===== src/rtl/id_hazard_ctrl_pkg.sv =====
// Shared decode-hazard definitions: register width, hazard FSM states and the
// stage-control encodings (enables, bubbles, flush) driven by the controller.
package id_hazard_ctrl_pkg;

  localparam int REG_ADDR_W = 6;

  typedef enum logic {
    RUN      = 1'b0,
    MUL_BUSY = 1'b1
  } hz_state_e;

  typedef struct packed {
    logic pc_write;
    logic if_id_write;
    logic id_ex_write;
    logic if_id_flush;
    logic id_ex_bubble;
    logic ex_mem_bubble;
  } hz_ctrl_t;

  // A bubble is a NOP written into the stage register; a freeze drops its enable.
  localparam hz_ctrl_t CTRL_RESET = '{1'b0, 1'b0, 1'b0, 1'b0, 1'b1, 1'b1};
  localparam hz_ctrl_t CTRL_RUN   = '{1'b1, 1'b1, 1'b1, 1'b0, 1'b0, 1'b0};
  localparam hz_ctrl_t CTRL_FLUSH = '{1'b1, 1'b1, 1'b1, 1'b1, 1'b0, 1'b0};
  localparam hz_ctrl_t CTRL_FRONT = '{1'b0, 1'b0, 1'b1, 1'b0, 1'b1, 1'b0};
  localparam hz_ctrl_t CTRL_MUL   = '{1'b0, 1'b0, 1'b0, 1'b0, 1'b0, 1'b1};

endpackage


===== src/rtl/id_hazard_ctrl_hazard_match.sv =====
// Compares one destination register against the ID sources; zero latency.
// r0 never matches, and only sources the ID instruction actually reads count.
module hazard_match #(
  parameter int REG_ADDR_W = 6
) (
  input  logic [REG_ADDR_W-1:0] rd,
  input  logic [REG_ADDR_W-1:0] rs,
  input  logic [REG_ADDR_W-1:0] rt,
  input  logic                  uses_rs,
  input  logic                  uses_rt,
  output logic                  hit
);

  assign hit = (rd != '0) && ((uses_rs && (rd == rs)) || (uses_rt && (rd == rt)));

endmodule


===== src/rtl/id_hazard_ctrl.sv =====
// Decode hazard controller: mul stall > load-use/branch stall > flush; controls are
// zero-latency combinational, stall counter saturates. No handshake: stalls are the backpressure.
module id_hazard_ctrl
  import id_hazard_ctrl_pkg::*;
#(
  parameter int REG_ADDR_W = id_hazard_ctrl_pkg::REG_ADDR_W,
  parameter int MUL_LAT    = 4,
  parameter int CNT_W      = 16
) (
  input  logic                  i_clk,
  input  logic                  i_rst_n,
  input  logic [REG_ADDR_W-1:0] i_IF_ID_Rs,
  input  logic [REG_ADDR_W-1:0] i_IF_ID_Rt,
  input  logic                  i_ID_uses_rs,
  input  logic                  i_ID_uses_rt,
  input  logic                  i_ID_is_branch,
  input  logic                  i_branch_taken,
  input  logic                  i_jump,
  input  logic [REG_ADDR_W-1:0] i_ID_EX_Rd,
  input  logic                  i_ID_EX_reg_write,
  input  logic                  i_ID_EX_mem_read,
  input  logic [REG_ADDR_W-1:0] i_EX_MEM_Rd,
  input  logic                  i_EX_MEM_mem_read,
  input  logic                  i_EX_mul_start,
  output logic                  o_PC_write,
  output logic                  o_IF_ID_write,
  output logic                  o_ID_EX_write,
  output logic                  o_IF_ID_flush,
  output logic                  o_ID_EX_bubble,
  output logic                  o_EX_MEM_bubble,
  output logic                  o_mul_busy,
  output logic [CNT_W-1:0]      o_stall_cycles
);

  localparam int           CW       = (MUL_LAT > 2) ? $clog2(MUL_LAT) : 1;
  localparam bit           MUL_EN   = (MUL_LAT > 1);
  localparam logic [CW-1:0] CNT_LOAD = CW'((MUL_LAT > 1) ? (MUL_LAT - 2) : 0);

  hz_state_e     state_q, state_d;
  logic [CW-1:0] cnt_q, cnt_d;
  logic          ex_hit, mem_hit;
  logic          load_use, br_hazard, front_stall, mul_stall, any_stall;
  hz_ctrl_t      ctrl;

  hazard_match #(.REG_ADDR_W(REG_ADDR_W)) u_match_ex (
    .rd(i_ID_EX_Rd), .rs(i_IF_ID_Rs), .rt(i_IF_ID_Rt),
    .uses_rs(i_ID_uses_rs), .uses_rt(i_ID_uses_rt), .hit(ex_hit)
  );

  hazard_match #(.REG_ADDR_W(REG_ADDR_W)) u_match_mem (
    .rd(i_EX_MEM_Rd), .rs(i_IF_ID_Rs), .rt(i_IF_ID_Rt),
    .uses_rs(i_ID_uses_rs), .uses_rt(i_ID_uses_rt), .hit(mem_hit)
  );

  assign load_use  = i_ID_EX_mem_read && ex_hit;
  assign br_hazard = i_ID_is_branch &&
                     ((i_ID_EX_reg_write && ex_hit) || (i_EX_MEM_mem_read && mem_hit));

  // The cnt==0 MUL_BUSY cycle decodes like RUN; the start flag there is the same multiply.
  always_comb begin
    state_d   = state_q;
    cnt_d     = cnt_q;
    mul_stall = 1'b0;
    case (state_q)
      RUN: begin
        if (i_EX_mul_start && MUL_EN) begin
          state_d   = MUL_BUSY;
          cnt_d     = CNT_LOAD;
          mul_stall = 1'b1;
        end
      end
      MUL_BUSY: begin
        if (cnt_q != '0) begin
          cnt_d     = cnt_q - CW'(1);
          mul_stall = 1'b1;
        end else begin
          state_d = RUN;
        end
      end
      default: state_d = RUN;
    endcase
  end

  assign front_stall = !mul_stall && (load_use || br_hazard);
  assign any_stall   = mul_stall || front_stall;

  always_comb begin
    ctrl = CTRL_RUN;
    if (!i_rst_n)                         ctrl = CTRL_RESET;
    else if (mul_stall)                   ctrl = CTRL_MUL;
    else if (front_stall)                 ctrl = CTRL_FRONT;
    else if (i_branch_taken || i_jump)    ctrl = CTRL_FLUSH;
  end

  assign o_PC_write      = ctrl.pc_write;
  assign o_IF_ID_write   = ctrl.if_id_write;
  assign o_ID_EX_write   = ctrl.id_ex_write;
  assign o_IF_ID_flush   = ctrl.if_id_flush;
  assign o_ID_EX_bubble  = ctrl.id_ex_bubble;
  assign o_EX_MEM_bubble = ctrl.ex_mem_bubble;
  assign o_mul_busy      = (state_q == MUL_BUSY);

  always_ff @(posedge i_clk or negedge i_rst_n) begin
    if (!i_rst_n) begin
      state_q        <= RUN;
      cnt_q          <= '0;
      o_stall_cycles <= '0;
    end else begin
      state_q <= state_d;
      cnt_q   <= cnt_d;
      if (any_stall && !(&o_stall_cycles))
        o_stall_cycles <= o_stall_cycles + CNT_W'(1);
    end
  end

endmodule


===== config.mk =====
export PLATFORM = sky130hd
export DESIGN_NAME = id_hazard_ctrl
export DESIGN_NICKNAME = d
export VERILOG_FILES = /design/src/rtl/id_hazard_ctrl_pkg.sv /design/src/rtl/id_hazard_ctrl_hazard_match.sv /design/src/rtl/id_hazard_ctrl.sv
export SDC_FILE = /design/constraint.sdc
export NUM_CORES = 1
export LEC_CHECK = 0
export ABC_AREA = 1
export CAP_MARGIN = 30
export CORE_UTILIZATION = 50
export CTS_CLUSTER_SIZE = 25
export DETAILED_ROUTE_END_ITERATION = 7
export PLACE_DENSITY = 0.95
export SLEW_MARGIN = 25
export SYNTH_ARGS = -nofsm -noshare
export SYNTH_HDL_FRONTEND = slang
export SYNTH_HIERARCHICAL = 1
export SYNTH_SLANG_ARGS = --single-unit

===== constraint.sdc =====
create_clock -name i_clk -period 3.8 [get_ports i_clk]
set_input_delay 0.57 -clock i_clk [delete_from_list [all_inputs] [get_ports i_clk]]
set_output_delay 0.57 -clock i_clk [all_outputs]
set_load 0.02 [all_outputs]

After elaboration in Yosys (flattened, before gate mapping)
Cells that the tools add are included.
W data, S select, Z words.
- flip-flop bits (word level): 19
- word-level logic and storage cells: 47
- output and inout port bits: 23
- input bits: 35
- bitwise operators: 1
- add/subtract/negate cells: 2
- equal/unequal tests: 6
- mux-type cells: 10
- reductions and logical operators: 25
- operators by type and width (operator ; count):
    $eq A6 B6 Y1 ; 4
    $mux W6 ; 3
    $add A16 B1 Y16 const B ; 1
    $reduce_and A16 Y1 ; 1
    $logic_and A1 B1 Y1 ; 12
    $reduce_bool A6 Y1 ; 2
    $logic_or A1 B1 Y1 ; 6
    $mux W2 ; 2
    $pmux W2 S2 ; 1
    $mux W3 ; 1
    $logic_not A1 Y1 ; 2
    $mux W1 ; 2
    $ne A2 B1 Y1 const B ; 1
    $ne A2 B2 Y1 const B ; 1
    $pmux W1 S2 ; 1
    $reduce_and A2 Y1 ; 1
    $reduce_bool A2 Y1 ; 1
    $sub A2 B1 Y2 const B ; 1
    $not A1 Y1 ; 1

Logic depth before layout (Yosys ltp)
- word-level depth: 12
- depth in mapped cells: 15
- gate-level depth less buffers: 14

Modules after synthesis
Netlist, hierarchy kept.
- modules (own cells, without submodules) (module ; area an instance (µm²) ; times used ; cells each ; seq. area each (µm²)):
    id_hazard_ctrl ; 1275.0 ; 1 ; 183 ; 475.5
    hazard_match ; 270.3 ; 2 ; 66 ; 0.0

Least setup slack after synthesis
OpenSTA, ideal clock, no wires.
- path kind: flip-flop to output port
- from: register cnt_q[0]
- to: output port o_IF_ID_flush
- path buffers: 0
- stages on the path, launching flop included: 10
- slack: 1259 ps
- data required time: 3230 ps
- data arrival time: 1971 ps
- cells stage by stage: dfrtp_1 > inv_1 > ha_1 > inv_1 > nand2_1 > o21ai_2 > nor2_1 > inv_1 > nor2_1 > o21a_1
- longest elaborated chain between the ends: 8
- ends and longest elaborated chain (item ; RTL line ; RTL):
    start, declared ; id_hazard_ctrl.sv:40 ; logic [CW-1:0] cnt_q, cnt_d;
    start signal, assigned ; id_hazard_ctrl.sv:110 ; cnt_q <= cnt_d;
    $reduce_bool A2 Y1 (*) ; id_hazard_ctrl.sv:73 ; if (cnt_q != '0) begin
    $mux W1 (*) ; id_hazard_ctrl.sv:73 ;
    $pmux W1 S2 (*) ; id_hazard_ctrl.sv:64 ; case (state_q)
    via mul_stall ; id_hazard_ctrl.sv:42 ; logic load_use, br_hazard, front_stall, mul_stall, any_stall;
    $logic_not A1 Y1 ; id_hazard_ctrl.sv:84 ; assign front_stall = !mul_stall && (load_use || br_hazard);
    $logic_and A1 B1 Y1 ; id_hazard_ctrl.sv:84 ;
    $mux W6 ; id_hazard_ctrl.sv:91 ; else if (front_stall) ctrl = CTRL_FRONT;
    $mux W6 (*) ; id_hazard_ctrl.sv:90 ; else if (mul_stall) ctrl = CTRL_MUL;
    $mux W6 (*) ; id_hazard_ctrl.sv:89 ; if (!i_rst_n) ctrl = CTRL_RESET;
    end, declared ; id_hazard_ctrl.sv:28 ; output logic o_IF_ID_flush,
Mark *: on every way through the listed nets, which the timed path passes. The rest lies on a longest branch.

Final worst setup path
- from: input port i_IF_ID_Rs[5]
- to: output port o_IF_ID_flush
- longest elaborated chain between the ends: 12
- elaborated cells between the ends (all ways): 18
- those cells by class: 2 x eq/ne; 3 x mux; 13 x reduce/logical
- ends and longest elaborated chain (item ; RTL line ; RTL):
    start, declared ; id_hazard_ctrl.sv:12 ; input logic [REG_ADDR_W-1:0] i_IF_ID_Rs,
    $eq A6 B6 Y1 ; id_hazard_ctrl_hazard_match.sv:14 ; assign hit = (rd != '0) && ((uses_rs && (rd == rs)) || (uses_rt && (rd == rt)));
    $logic_and A1 B1 Y1 ; id_hazard_ctrl_hazard_match.sv:14 ;
    $logic_or A1 B1 Y1 ; id_hazard_ctrl_hazard_match.sv:14 ;
    $logic_and A1 B1 Y1 ; id_hazard_ctrl_hazard_match.sv:14 ;
    via mem_hit ; id_hazard_ctrl.sv:41 ; logic ex_hit, mem_hit;
    $logic_and A1 B1 Y1 ; id_hazard_ctrl.sv:57 ; ((i_ID_EX_reg_write && ex_hit) || (i_EX_MEM_mem_read && mem_hit));
    $logic_or A1 B1 Y1 ; id_hazard_ctrl.sv:57 ;
    $logic_and A1 B1 Y1 ; id_hazard_ctrl.sv:56 ; assign br_hazard = i_ID_is_branch &&
    $logic_or A1 B1 Y1 ; id_hazard_ctrl.sv:84 ;
    $logic_and A1 B1 Y1 ; id_hazard_ctrl.sv:84 ;
    $mux W6 ; id_hazard_ctrl.sv:91 ;
    $mux W6 ; id_hazard_ctrl.sv:90 ;
    $mux W6 ; id_hazard_ctrl.sv:89 ;
The timed path passes the listed nets, and every way through them passes these cells.

==> results_dict.tcl <==
set metrics [dict create \
    worst_pin_slew_ps 526 \
    ant_nets 0 \
    postCtsHoldBufs 0 \
    htreeDepth 1 \
    place_area_mm2 0.00242 \
    rows 21 \
    arrival_ps 2700 \
    finalCritPeriodShare_pct 86.0 \
    syn2layout_area_growth_pct 34.8 \
    cts_tree "built" \
    via_count 2073 \
    synth_top_family_by_area "simple AND/OR/NAND/NOR gates" \
    synth-seq-area-share_pct 26.2 \
    grt_usage_pct 26.8 \
    wl_per_cell_um 11.4 \
    cap_violations 0 \
    internal-power_uw 512 \
    syn_inst 315 \
    clkPwrFrac_pct 11.9 \
    p_leak_nw 1.28 \
    synth.area.top_cells "nand2_1 (28%), dfrtp_1 (26%), inv_1 (9.5%)" \
    dp.cells 416 \
    hold_class "register to register" \
    cp_top_family "buffers and inverters" \
    power_frac_seq_pct 31.3 \
    synthXorXnorAreaFrac_pct 2.41 \
    yosys_most_used_dff "dfrtp_1" \
    report.final.slew_viol_count 0 \
    worstPathMaxFanout 4 \
    max_clock_freq_ghz 0.306 \
    netlist_area_mm2 0.00182 \
    fillers 273 \
    start_kind "input pin" \
    synth_top_area_share_pct 28.1 \
    layout.cells.non_filler 420 \
    cts_root_buf "clkbuf_4" \
    postCtsSetupBuffers 0 \
    switching_share_pct 46.7 \
    finalSetupTns_ps 0 \
    start_util_pct 53.2 \
    comb_power_share_pct 56.8 \
    p_per_area_mw_per_mm2 393 \
    irDropWorstVdd_v 0.000360 \
    grt_pass1_vias 1962 \
    drt_iter0_markers 75 \
    ys_ff_latch 19 \
    wl_um 4790 \
    top_usage_layer "met2" \
    gr-usage-met3_pct 4.41 \
    status "complete, no violations" \
    syn-num-nets 352 \
    grt_max_degree 21 \
    synth.area.mux_share_pct 0 \
    yosysWarnings 6 \
    final_cell_mix "nand2_1 (136), clkdlybuf4s50_1 (57), inv_1 (46)" \
    critical_path_buf_inv_count 3 \
    cts_sinks 19 \
    dp.final_hpwl_um 3820 \
    criticalPathCategory "input pin to output port" \
    gp_congestion 0.905 \
    vias_per_cell 4.94 \
    clkTransAtPathRegs_ps 120 \
    gr-total-overflow 0 \
    ios 58 \
    crit_required_ps 3230 \
    fp.dieW_um 62.3 \
    yosys.area.top_type "nand2_1" \
    finalSetupViolCount 0 \
    async_flop_share_pct 100 \
    end_kind "output port" \
    n_antenna_cell 0 \
    antenna_found_initial 0 \
    fin_skew_ps 3.06 \
    synth_cell_types 24 \
    dr.pass1.iters 4 \
    synth_compound_area_share_pct 6.48 \
    drc 0 \
    layout_commonest_cell "nand2_1" \
    worstPathCellList "clkdlybuf4s50_1 > inv_1 > nand2_1 > nand2_1 > nand3_1 > nor2_1 > nor2_1 > nor2_1 > nand3_1 > nand2_1 > nor2_1 > o21a_1 > clkdlybuf4s50_1" \
    met1_usage_pct 32.4 \
    die_h_um 62.3 \
    clk_latency_ps 320 \
    slowest_stage "clkdlybuf4s50_1" \
    rsz0062_at_grt "false" \
    finalHoldWorstSlack_ps 504 \
    portBuffers 57 \
    syn_area_per_cell_um2 5.76 \
    final_layout_size_suffix_gt1_share_pct 11.2 \
    grt_pass1_wl_um 8420 \
    use_met2_pct 47.9 \
    cts_resized 0 \
    synthSimpleGateAreaFrac_pct 49.9 \
    post_synth_fa_ha_maj_area_fraction_pct 1.38 \
    relSlewSlack_pct 64.9 \
    crit_top_cell "nor2_1" \
    design_area_mm2 0.00245 \
    power_switching_uw 449 \
    layout.nets 412 \
    fin_crit_ps 3270 \
    cts_made_buffers 3 \
    hold_viol_final 0 \
    dieArea_mm2 0.00388 \
    max_stage_delay_ps 590 \
    synth_edf_count 0 \
    cts_buffer_depth 2 \
    core_mm2 0.00342 \
    finalPower_uw 962 \
]
-- area by class of cell --
type / instances / area, um2 / area share, %
Inverter: 55 / 206 / 8.44
Tap cell: 46 / 57.6 / 2.35
Sequential cell: 19 / 475 / 19.4
Clock inverter: 1 / 7.51 / 0.307
Multi-Input combinational cell: 237 / 1090 / 44.6
Clock buffer: 3 / 22.5 / 0.920
Timing Repair Buffer: 59 / 586 / 23.9
-- routing by layer --
metal	wire length, um	part of all wire (%)
met1	2060	43
met2	2430	51
met3	212	4.4
met4	85	1.8
met5	0	0
-- state kept, by name, summed over array words and instances, names as in the netlist --
| name | flops |
|---|---|
| o_mul_busy | 1 |
| o_stall_cycles | 16 |
| cnt_q | 2 |
-- cells in the mapped netlist, types with 3 or more instances --
| cell type | count |
|---|---|
| buf_6 | 3 |
| dfrtp_1 | 19 |
| inv_1 | 46 |
| inv_2 | 9 |
| nand2_1 | 136 |
| nand2_2 | 11 |
| nand3_1 | 12 |
| nand3_2 | 3 |
| nand4_1 | 3 |
| nor2_1 | 39 |
| nor2_2 | 5 |
| o21ai_0 | 5 |
| o21ai_2 | 5 |
| xor2_1 | 5 |
-- through the flow --
stage	utilization [%]	worst slack [ps]
2_1_floorplan	-	1260
6_report	71.6	530
3_5_place_dp	70.8	540
5_1_grt	71.6	321
4_1_cts	71.6	537
3_3_place_gp	70.8	605
-- kinds of logic after synthesis --
logic type               after synthesis
AO/OA/AOI/OAI                         16
XOR/XNOR                               5
adder cells (fa/ha/maj)                2
buffers and inverters                 59
flip-flops                            19
AND/OR/NAND/NOR                      214
-- final timing paths --
| check | from | end | slack (ps) | depth (start not counted) |
|---|---|---|---|---|
| setup / recovery | i_IF_ID_Rs[5] | o_IF_ID_flush | 530 | 13 |
| hold / removal | cnt_q[0] | cnt_q[0] | 500 | 1 |
| setup reg to reg | o_stall_cycles[0] | o_stall_cycles[5] | 1820 | 9 |
| hold reg to reg | cnt_q[0] | cnt_q[0] | 500 | 1 |
| max in group asynchronous | i_rst_n | cnt_q[0] | 2910 | 2 |
| min in group asynchronous | i_rst_n | o_stall_cycles[8] | 690 | 2 |
-- power by group through the flow --
stage	registers [mW]	logic, mW	clock network, mW
3_5_place_dp	0.304	0.548	0
4_1_cts	0.301	0.551	0.114
5_1_grt	0.310	0.596	0.125
6_report	0.301	0.546	0.114
3_3_place_gp	0.302	0.529	0
2_1_floorplan	0.335	0.333	0
Note: power is estimated with default switching activity, not from simulation.
==> variant: new RTL, config.mk and constraints unchanged <==
`REG_ADDR_W` is set to 6 in 2 places; all go to 5.
--- a/src/rtl/id_hazard_ctrl_pkg.sv
+++ b/src/rtl/id_hazard_ctrl_pkg.sv
@@ -2,7 +2,7 @@
 // stage-control encodings (enables, bubbles, flush) driven by the controller.
 package id_hazard_ctrl_pkg;
 
-  localparam int REG_ADDR_W = 6;
+  localparam int REG_ADDR_W = 5;
 
   typedef enum logic {
     RUN      = 1'b0,
--- a/src/rtl/id_hazard_ctrl_hazard_match.sv
+++ b/src/rtl/id_hazard_ctrl_hazard_match.sv
@@ -1,7 +1,7 @@
 // Compares one destination register against the ID sources; zero latency.
 // r0 never matches, and only sources the ID instruction actually reads count.
 module hazard_match #(
-  parameter int REG_ADDR_W = 6
+  parameter int REG_ADDR_W = 5
 ) (
   input  logic [REG_ADDR_W-1:0] rd,
   input  logic [REG_ADDR_W-1:0] rs,
Ports: changed (resized i_EX_MEM_Rd, i_ID_EX_Rd, i_IF_ID_Rs and i_IF_ID_Rt); port bits go from 58 to 54. The function was not compared with the original's and may differ.
==> variant against the original RTL <==
Area after synthesis is 6.2% lower. Sequential cell count is the same. Register-to-register slack improved by 0.35 ns. Global-route usage decreased by 1.2 points. Cell area decreased by 6.5%. Worst setup slack improved by 0.078 ns. Count of clock-buffer cells in the layout is 1 higher. Critical path depth fell by 1. Total power shrank 4.3%. Sequential power is 2% lower. Routed wire length fell by 8.1%. Clock power down 6%. Critical endpoint unchanged. Largest power group unchanged.
==> variant: results <==
{
  "worstPathArrival_ns": 2.62,
  "yosysSeqAreaShare_pct": 27.92,
  "numPortBuffers": 53,
  "final_nets": 378,
  "viasPerCell": 4.817,
  "synthAdderAreaFrac_pct": 1.470,
  "yosys_most_used_dff": "dfrtp_1",
  "wl_met3_um": 273,
  "path_clk_slew_ns": 0.10,
  "wl_met2_mm": 2.209,
  "yosys-top-cells-count": "nand2_1, inv_1, nor2_1, dfrtp_1, nand3_1",
  "drt_iter0_markers": 124,
  "grtUsageMet1_pct": 30.05,
  "grt_pass1_vias": 1638,
  "grtUsageTotal_pct": 25.55,
  "netlist_top_cells_area": "dfrtp_1, nand2_1, inv_1",
  "status": "complete, no violations",
  "p_int_uw": 498.5,
  "gp_congestion": 0.9259,
  "crit_start": "i_EX_MEM_Rd[3]",
  "synthXorXnorAreaFrac_pct": 2.572,
  "synthesis.nets": 322,
  "synth_compound_area_share_pct": 7.641,
  "avgSynthCellArea_um2": 5.892,
  "postLayoutCoreUtil_pct": 72.58,
  "p_leak_uw": 0.001193,
  "pre_cts_ws_ns": 0.6059,
  "max-slew-margin-rel_pct": 74.83,
  "fin_crit_ns": 3.192,
  "ff2ff_setup_slack_ns": 2.17,
  "drive_gt1_share_pct": 9.593,
  "wl_met1_mm": 1.862,
  "postCtsSetupRepairBufs": 0,
  "skew_ns": 0.01203,
  "use_met2_pct": 45.84,
  "fill_cells": 281,
  "async_flop_share_pct": 100.0,
  "grt_first_pass_wirelength_mm": 6.941,
  "worstPathMaxFanout": 4,
  "dp_hpwl_mm": 3.455,
  "ir_worst_vdd_uv": 304.9,
  "vias": 1869
}
-- variant: power groups by stage --
stage                     combinational (uW)  sequential (uW)  clock (uW)
after detailed placement                 521              298           0
after floorplan                          324              324           0
final                                    520              294         107
after CTS                                524              295         108
after global placement                   504              295           0
after global routing                     573              303         114
-- variant: layout make-up --
type,count,area share (%)
Multi-Input combinational cell,217,43.79
Timing Repair Buffer,55,23.84
Sequential cell,19,20.78
Inverter,49,8.037
Tap cell,44,2.406
Clock buffer,4,1.148
-- variant: worst min-delay path by stage --
| stage | start | end | slack, ns |
|---|---|---|---|
| after floorplan | i_rst_n | cnt_q[0] | 0.27 |
| after global placement | cnt_q[0] | cnt_q[0] | 0.48 |
| after detailed placement | cnt_q[0] | cnt_q[0] | 0.54 |
| after CTS | cnt_q[0] | cnt_q[0] | 0.55 |
| after global routing | cnt_q[0] | cnt_q[0] | 0.61 |
| final | cnt_q[0] | cnt_q[0] | 0.55 |
